`config.mk`:
```
export PLATFORM = sky130hd
export DESIGN_NAME = cache_arbiter
export DESIGN_NICKNAME = d
export VERILOG_FILES = /design/src/rtl/cache_arb_pkg.sv /design/src/rtl/cache_arbiter_rr.sv /design/src/rtl/cache_arbiter.sv
export SDC_FILE = /design/constraint.sdc
export NUM_CORES = 1
export LEC_CHECK = 0
export BUFFER_PORTS_ARGS = -buffer_cell sky130_fd_sc_hd__buf_2
export CAP_MARGIN = 20
export CORE_ASPECT_RATIO = 1.4
export CORE_MARGIN = 2
export CORE_UTILIZATION = 30
export DETAILED_ROUTE_END_ITERATION = 10
export PLACE_DENSITY = 0.56
export SETUP_SLACK_MARGIN = 0.1
export SYNTH_ARGS = -nofsm -noshare
export SYNTH_HDL_FRONTEND = slang
export SYNTH_SLANG_ARGS = --single-unit
```
`constraint.sdc`:
```
create_clock -name clk_i -period 1.91 [get_ports clk_i]
set_input_delay 0.0955 -clock clk_i [delete_from_list [all_inputs] [get_ports clk_i]]
set_output_delay 0.0955 -clock clk_i [all_outputs]
set_load 0.05 [all_outputs]
```
`src/rtl/cache_arb_pkg.sv`:
```
// Shared types and helpers for the cache-port arbiter.
package cache_arb_pkg;

    typedef enum logic [1:0] {
        IDLE      = 2'd0,
        ISSUE     = 2'd1,
        WAIT_RESP = 2'd2,
        RESP      = 2'd3
    } arb_state_e;

    // Watchdog counter must be able to hold the full TIMEOUT_CYCLES value.
    function automatic int tmo_cnt_width(input int cycles);
        return $clog2(cycles + 1);
    endfunction

endpackage

```
`src/rtl/cache_arbiter_rr.sv`:
```
// Combinational round-robin pick: first set request at or after the pointer.
module rr_arbiter #(
    parameter int NUM_REQ = 2
) (
    input  logic [NUM_REQ-1:0]         i_req,
    input  logic [$clog2(NUM_REQ)-1:0] i_ptr,
    output logic [$clog2(NUM_REQ)-1:0] o_grant,
    output logic                       o_any
);

    localparam int IDX_W = $clog2(NUM_REQ);

    int w_idx;

    // Scan from the farthest offset down so the closest requester wins last.
    always_comb begin
        o_grant = '0;
        o_any   = |i_req;
        w_idx   = 0;
        for (int k = NUM_REQ - 1; k >= 0; k--) begin
            w_idx = int'(i_ptr) + k;
            if (w_idx >= NUM_REQ) w_idx = w_idx - NUM_REQ;
            if (i_req[w_idx]) o_grant = IDX_W'(w_idx);
        end
    end

endmodule

```
`src/rtl/cache_arbiter.sv`:
```
// Round-robin share of the cache_wrapper CPU port between NUM_REQ masters,
// one transaction in flight, with a watchdog that completes stuck requests.
module cache_arbiter
    import cache_arb_pkg::*;
#(
    parameter int NUM_REQ        = 2,
    parameter int ADDR_WIDTH     = 16,
    parameter int DATA_WIDTH     = 32,
    parameter int TIMEOUT_CYCLES = 256
) (
    input  logic                                 clk_i,
    input  logic                                 rst_ni,
    input  logic [NUM_REQ-1:0]                   req_valid_i,
    output logic [NUM_REQ-1:0]                   req_ready_o,
    input  logic [NUM_REQ-1:0]                   req_we_i,
    input  logic [NUM_REQ-1:0][ADDR_WIDTH-1:0]   req_adr_i,
    input  logic [NUM_REQ-1:0][DATA_WIDTH-1:0]   req_wdata_i,
    output logic [DATA_WIDTH-1:0]                req_rdata_o,
    output logic [NUM_REQ-1:0]                   req_resp_valid_o,
    output logic                                 req_err_o,
    output logic                                 cache_valid_o,
    input  logic                                 cache_ready_i,
    output logic                                 cache_we_o,
    output logic [ADDR_WIDTH-1:0]                cache_adr_o,
    output logic [DATA_WIDTH-1:0]                cache_wdata_o,
    input  logic [DATA_WIDTH-1:0]                cache_rdata_i,
    input  logic                                 cache_resp_valid_i
);

    localparam int                IDX_W    = $clog2(NUM_REQ);
    localparam int                CNT_W    = tmo_cnt_width(TIMEOUT_CYCLES);
    localparam logic [CNT_W-1:0]  TMO_LAST = CNT_W'(TIMEOUT_CYCLES - 1);
    localparam logic [IDX_W-1:0]  IDX_LAST = IDX_W'(NUM_REQ - 1);

    arb_state_e             r_state;
    logic [IDX_W-1:0]       r_ptr;
    logic [IDX_W-1:0]       r_grant;
    logic                   r_we;
    logic [ADDR_WIDTH-1:0]  r_adr;
    logic [DATA_WIDTH-1:0]  r_wdata;
    logic [DATA_WIDTH-1:0]  r_rdata;
    logic [CNT_W-1:0]       r_cnt;
    logic                   r_tmo;
    logic [NUM_REQ-1:0]     r_ready;

    logic [IDX_W-1:0]       w_pick;
    logic                   w_any;
    logic                   w_expired;
    logic                   w_resp;

    rr_arbiter #(.NUM_REQ(NUM_REQ)) u_rr (
        .i_req   (req_valid_i),
        .i_ptr   (r_ptr),
        .o_grant (w_pick),
        .o_any   (w_any)
    );

    // Counter may already sit past the limit if ready came on the last cycle.
    assign w_expired = (r_cnt >= TMO_LAST);

    always_ff @(posedge clk_i or negedge rst_ni) begin
        if (!rst_ni) begin
            r_state <= IDLE;
            r_ptr   <= '0;
            r_grant <= '0;
            r_we    <= 1'b0;
            r_adr   <= '0;
            r_wdata <= '0;
            r_rdata <= '0;
            r_cnt   <= '0;
            r_tmo   <= 1'b0;
            r_ready <= '0;
        end else begin
            r_ready <= '0;
            case (r_state)
                IDLE: begin
                    if (w_any) begin
                        r_grant <= w_pick;
                        r_we    <= req_we_i[w_pick];
                        r_adr   <= req_adr_i[w_pick];
                        r_wdata <= req_wdata_i[w_pick];
                        r_ready <= NUM_REQ'(1) << w_pick;
                        r_cnt   <= '0;
                        r_tmo   <= 1'b0;
                        r_state <= ISSUE;
                    end
                end
                ISSUE: begin
                    r_cnt <= r_cnt + 1'b1;
                    if (cache_ready_i && cache_resp_valid_i) begin
                        r_rdata <= cache_rdata_i;
                        r_state <= RESP;
                    end else if (cache_ready_i) begin
                        r_state <= WAIT_RESP;
                    end else if (w_expired) begin
                        r_rdata <= '0;
                        r_tmo   <= 1'b1;
                        r_state <= RESP;
                    end
                end
                WAIT_RESP: begin
                    r_cnt <= r_cnt + 1'b1;
                    if (cache_resp_valid_i) begin
                        r_rdata <= cache_rdata_i;
                        r_state <= RESP;
                    end else if (w_expired) begin
                        r_rdata <= '0;
                        r_tmo   <= 1'b1;
                        r_state <= RESP;
                    end
                end
                RESP: begin
                    r_ptr   <= (r_grant == IDX_LAST) ? '0 : r_grant + 1'b1;
                    r_state <= IDLE;
                end
                default: r_state <= IDLE;
            endcase
        end
    end

    assign w_resp           = (r_state == RESP);
    assign cache_valid_o    = (r_state == ISSUE);
    assign cache_we_o       = r_we;
    assign cache_adr_o      = r_adr;
    assign cache_wdata_o    = r_wdata;
    assign req_ready_o      = r_ready;
    assign req_rdata_o      = r_rdata;
    assign req_resp_valid_o = w_resp ? (NUM_REQ'(1) << r_grant) : '0;
    assign req_err_o        = w_resp & r_tmo;

endmodule

```
==> impl_metrics.csv <==
group,metric,value,unit
synth,ys_ff_latch,97,
floorplanning,io-pin-count,223,
grt,grt_antenna_before_repair,0,
hold_path,min_path_type,"in -> reg",
critical_path,crit_fanout,8,
critical_path,endpoint_kind,"flip-flop",
route,antenna_left,0,
power,p_comb_share,56.5,%
grt,grt_overflow,0,
sta,post-route-period-util,98.2,%
critical_path,cp.required,2.18,ns
floorplanning,die-area,14900,um^2
placed_design,dpl.hpwl,8.68,mm
critical_path,cpPeakStageDelay,0.43,ns
run_status,outcome,"finished, final reports clean",
clock_tree,clockRootBuffer,"clkbuf_16",
critical_path,crit_buf_inv,1,
critical_path,reg2reg_depth,9,
final_layout,final_common_cell,"buf_2",
critical_path,slowest_stage,"dfrtp_1",
clock_tree,cts.sink_count,97,
critical_path,crit_arrival,2.15,ns
sta,tightest_slew,0.534,ns
grt,gr-usage-all-layers,17.9,%
floorplanning,die_h,144,um
synth,synth_area_leaders,"dfrtp_1, nand2_1, a22o_1, a22oi_1, mux2i_1",
placed_design,place_ws,0.0801,ns
power,sw_frac_of_total,50.9,%
synth,async_flop_share,100,%
critical_path,rr_endpoint,"req_rdata_o[6]$_DFFE_PN0P_",
clock_tree,clk_pin_slew,0.07,ns
sta,fin_ws,0.0349,ns
sta,timing.fmax,533,MHz
synth,synthesis.area,4180,um^2
route,vias,4266,
route,dr.pass1.iters,5,
synth,syn_nets,521,
sta,hold_viol,0,
synth,syn_inst,378,
synth,synth_top_area_share,58.0,%
hold_path,whs_endpoint,"cache_adr_o[9]$_DFFE_PN0P_",
clock_tree,cts_tree,"done",
final_layout,final_util,52.0,%
route,wire_per_inst,15.5,um
power,p_clk_share,15.3,%
flow_run,cap_viol_max_count,0,
clock_tree,cts-htree-levels,3,
floorplanning,initial_utilization,30.4,%
final_layout,diodes,0,
critical_path,cp-start-kind,"flip-flop",
synth,yosysTopAreaCell,"dfrtp_1",
power,power_leakage,3.67,nW
sta,clock_skew,0.0135,ns
synth,ys.flop_type,"dfrtp_1",
power,intPower,6.18,mW
synth,ys_types,40,
placed_design,gp_congestion,0.781,
final_layout,areaGrowthSynthToFinish,71.4,%
floorplanning,rows,51,
clock_tree,numCtsBuffers,9,
route,drc,0,
grt,grt_pass1_wl,21.6,mm
sta,rsz0062_at_grt,"true",
grt,grt_pass1_vias,4439,
synth,avgSynthCellArea,11.1,um^2
power,switchingPower,6.40,mW
route,routed_wl,14.0,mm
floorplanning,die-width,104,um
sta,slew_headroom,64.3,%
power,seqPwrFrac,28.2,%
critical_path,critical_path_class,"reg -> reg",
critical_path,critPathTopFamily,"compound AO/OA/AOI/OAI gates",
route,drt-initial-drc-count,192,
clock_tree,clockBufferDepth,2,
final_layout,drive_gt1_share,38.9,%
final_layout,final_cell_mix,"buf_2, dlygate4sd3_1, dfrtp_1, nand2_1, a22oi_1",
grt,grt_max_degree,59,
power,max-vdd-ir-drop,0.00104,V
clock_tree,clk_latency,0.34,ns
critical_path,reg2reg_slack,0.03,ns
placed_design,port_buffers,222,
sta,finalSetupViolCount,0,
power,powerDensity,1760,nW/um^2
route,viasPerCell,4.72,
sta,slew_viol_final,0,
final_layout,fill_cells,1227,
critical_path,reg2reg_from,"r_cnt[1]$_DFFE_PN0P_",
final_layout,nets,857,
floorplanning,coreArea,13800,um^2
sta,tns,0,ns
critical_path,cp_cell_sequence,"ha_4, nand3_4, nor2_4, ha_4, nor2_4, o21ai_4, o221ai_4, clkbuf_16, a22o_1",
sta,fin_crit,1.88,ns
synth,synth-edff-count,0,
hold_path,min_from,"req_adr_i[9]",
synth,ys_warn_count,0,
synth,ys_seq_area_share,58.0,%
hold_path,holdPathStages,3,
==> cell usage after synthesis (2+ instances only) <==
| master | count |
|---|---|
| dfrtp_1 | 97 |
| nand2_1 | 94 |
| a22oi_1 | 36 |
| a22o_1 | 31 |
| o21ai_0 | 15 |
| mux2i_1 | 13 |
| buf_2 | 9 |
| nor2_1 | 8 |
| clkbuf_1 | 7 |
| ha_1 | 7 |
| o21ai_1 | 7 |
| nand3_1 | 6 |
| inv_1 | 4 |
| o31ai_1 | 4 |
| and2_1 | 3 |
| buf_6 | 3 |
| o21a_1 | 3 |
| a2111oi_0 | 2 |
| a21oi_1 | 2 |
| a22o_2 | 2 |
| and3_1 | 2 |
| nand2b_1 | 2 |
| nand4_2 | 2 |
| nor2b_1 | 2 |
| o41ai_1 | 2 |
==> how the worst max path moves through the flow <==
stage,depth (start not counted),to,startpoint,slack (ns)
2_1_floorplan,6,req_rdata_o[10]$_DFFE_PN0P_,r_state[1]$_DFFE_PN0P_,0.10
3_3_place_gp,8,r_state[0]$_DFFE_PN0P_,r_cnt[0]$_DFFE_PN0P_,0.15
3_5_place_dp,8,r_state[0]$_DFFE_PN0P_,r_cnt[0]$_DFFE_PN0P_,0.08
4_1_cts,9,req_rdata_o[6]$_DFFE_PN0P_,r_cnt[1]$_DFFE_PN0P_,0.08
5_1_grt,9,req_rdata_o[6]$_DFFE_PN0P_,r_cnt[1]$_DFFE_PN0P_,-0.04
6_report,9,req_rdata_o[6]$_DFFE_PN0P_,r_cnt[1]$_DFFE_PN0P_,0.03
==> stage by stage <==
stage               power, mW  std cells  area (um^2)  hold WS, ns
finish                   12.6        904         7170       0.0502
global route             13.3        904         7170       0.0538
CTS                      12.3        898         6960       0.0385
detailed placement       10.2        777         5580      -0.0899
global placement         10.1        777         5580      -0.0898
floorplan                8.42        378         4190       -0.200
==> area by class of cell <==
class / instances / area (um^2) / area share (%)
Timing Repair Buffer: 347 / 2430 / 33.9
Clock inverter: 6 / 82.6 / 1.15
Inverter: 4 / 15.0 / 0.209
Clock buffer: 10 / 239 / 3.33
Multi-Input combinational cell: 255 / 1750 / 24.3
Tap cell: 185 / 231 / 3.23
Sequential cell: 97 / 2430 / 33.9
==> power groups by stage <==
stage | Sequential, mW | Clock (mW) | Combinational, mW
after floorplan | 6.44 | 0 | 1.98
after global placement | 3.53 | 0 | 6.56
after detailed placement | 3.51 | 0 | 6.67
after CTS | 3.51 | 1.99 | 6.82
after global routing | 3.64 | 2.08 | 7.55
final | 3.55 | 1.93 | 7.11
==> repair_timing <==
action	in CTS	in global routing
pin swaps	0	13
setup buffers	0	3
hold buffers	105	0
endpoints found under the hold margin	165	0
setup endpoints to repair	26	77
resized for setup	1	23
cloned	0	3
==> sequential cells by signal, indices dropped and copies added, names as in the netlist <==
| signal | flops |
|---|---|
| r_state | 2 |
| req_rdata_o | 32 |
| cache_adr_o | 16 |
| cache_we_o | 1 |
| cache_wdata_o | 32 |
| req_ready_o | 2 |
| r_cnt | 9 |
| r_tmo | 1 |
| r_grant | 1 |
| r_ptr | 1 |
==> worst reg2reg max path: cells and delay by family (launching register included) <==
family | cells | cell delay (ns)
AOI/OAI and AO/OA | 3 | 0.55
and+or+nand+nor | 3 | 0.24
adders and majority gates | 2 | 0.36
DFF | 1 | 0.43
buffers and inverters | 1 | 0.23
==> cells by family (layout without fill, tap and decap cells) <==
logic type / Yosys count / after routing / share of synthesized area [%]
multiplexers: 13 / 13 / 3.11
AND/OR/NAND/NOR: 123 / 123 / 12.5
buffers and inverters: 26 / 367 / 3.68
AO/OA/AOI/OAI: 112 / 112 / 20.6
adder cells (fa/ha/maj): 7 / 7 / 2.09
flip-flops: 97 / 97 / 58.0
==> metal layers <==
layer	vias up	track usage, %	share of wire [%]
met3	26	5.35	7.4
li1	2030	-	-
met4	0	5.83	2.1
met2	206	31.8	51
met5	-	0	0
met1	2004	20.6	39
Note: power is estimated with default switching activity, not from simulation.
